$ cat src/rtl/enc_pkg.sv
// Shared definitions for the active-low 4-to-2 sequential priority encoder.
// The optional ROUND_ROBIN_EN macro selects rotating priority in the top level.
package enc_pkg;

    localparam int NUM_LINES = 4;
    localparam int CODE_W    = 2;

    typedef enum logic [0:0] {
        ST_IDLE  = 1'b0,
        ST_VALID = 1'b1
    } state_e;

    // Index of the first set bit of req when the search starts at ptr and
    // wraps modulo NUM_LINES. Returns 0 when req is empty; callers only use
    // the result when at least one bit is set.
    function automatic logic [CODE_W-1:0] lowest_set_index(
        input logic [NUM_LINES-1:0] req,
        input logic [CODE_W-1:0]    ptr
    );
        logic [CODE_W-1:0] idx;
        logic [CODE_W-1:0] result;
        result = '0;
        // Walk from the farthest offset back to ptr so the nearest hit wins.
        for (int k = NUM_LINES - 1; k >= 0; k--) begin
            idx = ptr + CODE_W'(k);
            if (req[idx]) begin
                result = idx;
            end
        end
        return result;
    endfunction

    // True when more than one request bit is set.
    function automatic logic is_multi_hot(input logic [NUM_LINES-1:0] req);
        return |(req & (req - 1'b1));
    endfunction

endpackage

$ cat src/rtl/sync_vec.sv
// N-stage, W-bit flop synchronizer with asynchronous active-low reset.
// Every stage resets to RST_VAL so downstream logic sees an idle vector.
module sync_vec #(
    parameter int               STAGES  = 2,
    parameter int               WIDTH   = 4,
    parameter logic [WIDTH-1:0] RST_VAL = '1
) (
    input  logic             clk,
    input  logic             rst_n,
    input  logic [WIDTH-1:0] d_i,
    output logic [WIDTH-1:0] q_o
);

    logic [WIDTH-1:0] sync_q [STAGES];

    // Shift the asynchronous input through the flop chain.
    always_ff @(posedge clk or negedge rst_n) begin
        if (!rst_n) begin
            for (int s = 0; s < STAGES; s++) begin
                sync_q[s] <= RST_VAL;
            end
        end else begin
            sync_q[0] <= d_i;
            for (int s = 1; s < STAGES; s++) begin
                sync_q[s] <= sync_q[s-1];
            end
        end
    end

    assign q_o = sync_q[STAGES-1];

endmodule

$ cat src/rtl/active_low_4to2_encoder_seq.sv
// Registered 4-to-2 priority encoder with valid/ready handshake.
// Samples four active-low request lines through a synchronizer, encodes the
// winning index and holds it until accepted. Counts multi-hot captures.
// Define ROUND_ROBIN_EN for rotating priority; default is fixed priority with
// index 0 highest.
module active_low_4to2_encoder_seq
    import enc_pkg::*;
#(
    parameter int SYNC_STAGES = 2,
    parameter int ERR_CNT_W   = 8
) (
    input  logic                 clk,
    input  logic                 rst_n,
    input  logic                 en,
    input  logic [0:3]           y_n,
    input  logic                 ready,
    output logic [1:0]           w,
    output logic                 valid,
    output logic                 multi,
    output logic [ERR_CNT_W-1:0] err_cnt
);

    logic [NUM_LINES-1:0] y_line;
    logic [NUM_LINES-1:0] y_s;
    logic [NUM_LINES-1:0] req;
    logic                 cap;
    logic                 load;
    logic [CODE_W-1:0]    winner;
    logic                 multi_hot;
    logic [CODE_W-1:0]    ptr_cur;

    state_e               state_q, state_d;
    logic [CODE_W-1:0]    w_q, w_d;
    logic                 multi_q, multi_d;
    logic [ERR_CNT_W-1:0] err_q, err_d;

    // Re-pack the ascending input port so bit i of y_line is line i.
    always_comb begin
        y_line = '0;
        for (int i = 0; i < NUM_LINES; i++) begin
            y_line[i] = y_n[i];
        end
    end

    sync_vec #(
        .STAGES  (SYNC_STAGES),
        .WIDTH   (NUM_LINES),
        .RST_VAL ({NUM_LINES{1'b1}})
    ) u_sync (
        .clk   (clk),
        .rst_n (rst_n),
        .d_i   (y_line),
        .q_o   (y_s)
    );

    assign req       = ~y_s;
    assign cap       = en && (req != '0);
    assign load      = cap && ((state_q == ST_IDLE) || ready);
    assign winner    = lowest_set_index(req, ptr_cur);
    assign multi_hot = is_multi_hot(req);

`ifdef ROUND_ROBIN_EN
    logic [CODE_W-1:0] ptr_q, ptr_d;

    // After every capture the line just past the winner becomes top priority.
    always_comb begin
        ptr_d = ptr_q;
        if (load) begin
            ptr_d = winner + 1'b1;
        end
    end

    // Rotating priority pointer register.
    always_ff @(posedge clk or negedge rst_n) begin
        if (!rst_n) begin
            ptr_q <= '0;
        end else begin
            ptr_q <= ptr_d;
        end
    end

    assign ptr_cur = ptr_q;
`else
    assign ptr_cur = '0;
`endif

    // Handshake FSM plus code/flag/counter next-state logic.
    always_comb begin
        state_d = state_q;
        w_d     = w_q;
        multi_d = multi_q;
        err_d   = err_q;
        case (state_q)
            ST_IDLE: begin
                if (cap) begin
                    state_d = ST_VALID;
                end
            end
            ST_VALID: begin
                if (ready && !cap) begin
                    state_d = ST_IDLE;
                end
            end
            default: begin
                state_d = ST_IDLE;
            end
        endcase
        if (load) begin
            w_d     = winner;
            multi_d = multi_hot;
            if (multi_hot && (err_q != '1)) begin
                err_d = err_q + 1'b1;
            end
        end
    end

    // State and output registers; cleared immediately on reset assertion.
    always_ff @(posedge clk or negedge rst_n) begin
        if (!rst_n) begin
            state_q <= ST_IDLE;
            w_q     <= '0;
            multi_q <= 1'b0;
            err_q   <= '0;
        end else begin
            state_q <= state_d;
            w_q     <= w_d;
            multi_q <= multi_d;
            err_q   <= err_d;
        end
    end

    assign w       = w_q;
    assign valid   = (state_q == ST_VALID);
    assign multi   = multi_q;
    assign err_cnt = err_q;

endmodule

$ cat config.mk
export PLATFORM = sky130hd
export DESIGN_NAME = active_low_4to2_encoder_seq
export DESIGN_NICKNAME = d
export VERILOG_FILES = /design/src/rtl/enc_pkg.sv /design/src/rtl/sync_vec.sv /design/src/rtl/active_low_4to2_encoder_seq.sv
export SDC_FILE = /design/constraint.sdc
export NUM_CORES = 1
export LEC_CHECK = 0
export BUFFER_PORTS_ARGS = -buffer_cell sky130_fd_sc_hd__buf_2
export CORE_MARGIN = 2
export CORE_UTILIZATION = 45
export DETAILED_ROUTE_END_ITERATION = 12
export GPL_TIMING_DRIVEN = 0
export PLACE_DENSITY_LB_ADDON = 0.2
export SLEW_MARGIN = 15
export SYNTH_ARGS = -nofsm -noshare
export SYNTH_HDL_FRONTEND = slang
export SYNTH_HIERARCHICAL = 1
export SYNTH_SLANG_ARGS = --single-unit
$ cat constraint.sdc
create_clock -name clk -period 1.7 [get_ports clk]
set_input_delay 0 -clock clk [delete_from_list [all_inputs] [get_ports clk]]
set_output_delay 0 -clock clk [all_outputs]
set_load 0.03 [all_outputs]
==> impl_table.tex <==
\begin{tabular}{lr}
\hline
Metric & Value \\
\hline
\multicolumn{2}{l}{\textbf{Placement}} \\
\quad Post-Place Cells & 105 \\
\quad Final Wtd Congestion & approximately 0.7 \\
\quad Half-perimeter wire length after detailed placement & just under 900 um \\
\quad Placed Instance Area & approximately 950 um\^{}2 \\
\quad Number of port buffers & 19 \\
\quad Worst setup slack after placement & -0.109 ns \\
\multicolumn{2}{l}{\textbf{Yosys}} \\
\quad Net count after synthesis & 70 \\
\quad Number of instances in the synthesized netlist & just over 60 \\
\quad Unique masters post-synth & 21 \\
\quad Cell area after technology mapping & approximately 810 um\^{}2 \\
\quad Mapped Avg Cell Area & approximately 13 um\^{}2 \\
\quad Number of register bits inferred by synthesis & 20 \\
\quad Yosys synthesis warning count & 6 \\
\quad Part of the Yosys area used for sequential elements & 62.7\% \\
\multicolumn{2}{l}{\textbf{STA}} \\
\quad Share of the clock period used by the worst path & between 90\% and 100\% \\
\quad Slew at the pin closest to its max-slew limit & 0.427 ns \\
\quad Slew HR & 71.6\% \\
\quad Final critical delay including setup and external delays & 1.67 ns \\
\quad PnR worst setup slack & a little under 0.03 ns \\
\quad Hold\_ws & between 0.15 and 0.2 ns \\
\quad Fin Setup TNS & 0 ns \\
\quad Endpoints failing hold & 0 \\
\quad Unrepaired setup endpoints after global routing & true \\
\quad Worst Clk Skew & between 0.002 and 0.0025 ns \\
\quad Final count of negative-setup-slack endpoints & 0 \\
\quad Maximum clock frequency & 599 MHz \\
\quad Final max-slew violation count & 0 \\
\multicolumn{2}{l}{\textbf{Finish}} \\
\quad Post-layout instance area & 1080 um\^{}2 \\
\quad Multi-input combinational cell area & around 280 um\^{}2 \\
\quad Share of the core filled with cells & 63.4\% \\
\quad \# diodes & 0 \\
\quad Number of cells in the finished layout apart from fillers & about 120 \\
\quad Sequential cell area & roughly 520 um\^{}2 \\
\quad Share of final-layout standard cells stronger than drive strength 1 & 52.2\% \\
\quad Final nets & a little over 100 \\
\quad Synthesis-to-layout area growth & 32.9\% \\
\quad Number of inserted filler cells in the final layout & $\sim$150 \\
\multicolumn{2}{l}{\textbf{Clocking}} \\
\quad CTS tree & built \\
\quad Clk buf depth & 2 \\
\quad Clock Sinks & 20 \\
\quad Clock network latency to the later pin of the worst-skew pair & 0.30 ns \\
\quad Clock transition at the registers of the reported paths & approximately 0.11 ns \\
\quad Root Buffer & sky130\_fd\_sc\_hd\_\_clkbuf\_4 \\
\quad CTS Buf Count & 3 \\
\quad Number of levels the H-tree was split into & 1 \\
\multicolumn{2}{l}{\textbf{Min path}} \\
\quad Worst min path class & in -> async \\
\multicolumn{2}{l}{\textbf{Worst setup path}} \\
\quad Launching point of the worst reg2reg path & u\_sync/q\_o[1]\$\_DFF\_PN1\_ \\
\quad Setup slack on the worst flop-to-flop path & 0.03 ns \\
\quad Top cell family by delay on the critical path & flip-flops \\
\quad Reg2Reg Capture Point & err\_cnt[1]\$\_DFFE\_PN0P\_ \\
\quad Worst Setup End Kind & flop \\
\quad Slowest Stage Delay on Critical Path & 0.41 ns \\
\quad CP max FO & 5 \\
\quad Max stage delay cell, worst path & sky130\_fd\_sc\_hd\_\_dfstp\_2 \\
\quad Critical path type & reg -> reg \\
\quad Buffers plus inverters on the worst setup path & 1 \\
\quad Cells on worst reg2reg path & 5 \\
\quad Required @ worst endpoint & approximately 1.9 ns \\
\quad Type of element launching the critical path & flop \\
\quad Cell Chain, Critical Path & maj3\_2 > a21oi\_4 > nor3b\_4 > buf\_6 > mux2\_4 \\
\quad Data arrival time of the critical path & 1.86 ns \\
\multicolumn{2}{l}{\textbf{Drt}} \\
\quad Routed len/inst & around 11 um \\
\quad Number of DRC violations after detailed-routing iteration 0 & 1 \\
\quad First-pass iteration count of the detailed router & 3 \\
\quad Number of design rule violations left after detail routing & 0 \\
\quad Average vias per placed instance & $\sim$4.6 \\
\quad Number of nets with antenna violations after routing & 0 \\
\quad Total length of routed wires & between 1 and 1.5 mm \\
\quad Via count & 541 \\
\multicolumn{2}{l}{\textbf{Global routing}} \\
\quad Number of antenna violations at the first check in global routing & 0 \\
\quad First-pass GRT wire length & around 2.1 mm \\
\quad Via count of the first global-routing pass & 500 \\
\quad Pin count of the biggest net entering global routing & 21 \\
\quad Remaining Overflow, GRT & 0 \\
\quad Overall global routing resource usage & $\sim$14\% \\
\multicolumn{2}{l}{\textbf{Floorplan}} \\
\quad Core area & 1710 um\^{}2 \\
\quad Rows & 15 \\
\quad Vertical extent of the die & around 47 um \\
\quad Ports & 20 \\
\quad Starting density of the core & about 48\% \\
\quad Area of the die & between 2000 and 2500 um\^{}2 \\
\quad Die boundary width & $\sim$47 um \\
\multicolumn{2}{l}{\textbf{Pwr}} \\
\quad Max rail drop VDD & 1.01 mV \\
\quad Leakage power of the design & between 0.5 and 0.6 nW \\
\quad Overall power consumption & 1.38 mW \\
\quad Pwr Density & approximately 1300 nW/um\^{}2 \\
\multicolumn{2}{l}{\textbf{Flow run}} \\
\quad Maxcap violations & 0 \\
\multicolumn{2}{l}{\textbf{Outcome}} \\
\quad Run status & complete, no violations \\
\hline
\end{tabular}
==> placed cells by master, fill, tap and decap left out, drive strengths merged <==
| cell type | n |
|---|---|
| xor2 | 2 |
| nand3 | 2 |
| nand4 | 3 |
| and4 | 3 |
| and3 | 3 |
| buf | 24 |
| o22ai | 1 |
| dfrtp | 12 |
| clkbuf | 4 |
| ha | 1 |
| mux2i | 1 |
| a21oi | 4 |
| xnor2 | 5 |
| maj3 | 1 |
| inv | 2 |
| dlygate4sd3 | 7 |
| nand2b | 1 |
| nor3b | 1 |
| mux2 | 2 |
| nand2 | 5 |
| dfstp | 8 |
==> final cells by class <==
type                            instances  area share [%]
Inverter                                2           0.694
Sequential cell                        20            47.7
Buffer                                  1           0.694
Timing Repair Buffer                   30            18.7
Tap cell                               25            2.89
Multi-Input combinational cell         35            25.9
Clock buffer                            4            3.35
==> power by group <==
part / total [mW] / leakage (nW) / internal, mW / switching (mW)
logic: 0.439 / 0.258 / 0.176 / 0.263
registers: 0.669 / 0.227 / 0.579 / 0.0892
clock network: 0.273 / 0.0210 / 0.131 / 0.143
==> registers in the layout (all words and copies together), names as in the netlist <==
signal / count
u_sync/sync_q: 4
multi: 1
w: 2
valid: 1
u_sync/q_o: 4
err_cnt: 8
==> what timing repair did <==
item                                    CTS  global route
pin swaps                                 3             1
buffers inserted                          3             1
endpoints found under the hold margin    25             0
gates resized for setup                   1             2
hold buffers                              7             0
endpoints found under the setup margin    7             4
==> how the worst max path moves through the flow <==
stage	startpoint	endpoint	slack (ns)	cells after the start
2_1_floorplan	u_sync/q_o[0]$_DFF_PN1_	err_cnt[4]$_DFFE_PN0P_	0.007	6
3_3_place_gp	u_sync/q_o[0]$_DFF_PN1_	err_cnt[4]$_DFFE_PN0P_	-0.10	6
3_5_place_dp	u_sync/q_o[0]$_DFF_PN1_	err_cnt[4]$_DFFE_PN0P_	-0.11	6
4_1_cts	err_cnt[3]$_DFFE_PN0P_	err_cnt[4]$_DFFE_PN0P_	0.06	6
5_1_grt	u_sync/q_o[1]$_DFF_PN1_	err_cnt[4]$_DFFE_PN0P_	-0.05	6
6_report	u_sync/q_o[1]$_DFF_PN1_	err_cnt[1]$_DFFE_PN0P_	0.03	5
==> layer usage <==
metal	share of wire, %	track usage, %
met1	47	17.8
met2	47	23.9
met3	4.1	2.35
met4	1.8	6.86
met5	0	0
==> cell families (layout without fill, tap and decap cells) <==
kind of cell	count (synthesis)	after routing	synth area share [%]
AOI/OAI and AO/OA	5	5	3.69
xor gates and xnor gates	7	7	7.53
adders and majority gates	2	2	2.92
buffers and inverters	6	37	4.61
DFF	20	20	62.7
muxes	3	3	3.99
and+or+nand+nor	18	18	14.6
==> cells in the mapped netlist <==
library cell | n | share of area [%]
sky130_fd_sc_hd__and4_1 | 3 | 3.2
sky130_fd_sc_hd__a21oi_2 | 1 | 1.1
sky130_fd_sc_hd__nand2b_1 | 1 | 0.77
sky130_fd_sc_hd__dfrtp_1 | 12 | 37
sky130_fd_sc_hd__mux2i_1 | 1 | 1.2
sky130_fd_sc_hd__nand3_1 | 2 | 1.2
sky130_fd_sc_hd__and3_1 | 2 | 1.5
sky130_fd_sc_hd__mux2_2 | 2 | 2.8
sky130_fd_sc_hd__o22ai_1 | 1 | 0.77
sky130_fd_sc_hd__and3_2 | 1 | 0.92
sky130_fd_sc_hd__maj3_2 | 1 | 1.4
sky130_fd_sc_hd__a21oi_1 | 3 | 1.8
sky130_fd_sc_hd__ha_1 | 1 | 1.5
sky130_fd_sc_hd__buf_4 | 4 | 3.7
sky130_fd_sc_hd__xnor2_1 | 5 | 5.4
sky130_fd_sc_hd__nand2_1 | 5 | 2.3
sky130_fd_sc_hd__inv_1 | 2 | 0.92
sky130_fd_sc_hd__nor3b_4 | 1 | 2.3
sky130_fd_sc_hd__nand4_1 | 3 | 2.3
sky130_fd_sc_hd__dfstp_2 | 8 | 26
sky130_fd_sc_hd__xor2_1 | 2 | 2.2
Power figures use the tool's default switching activity.
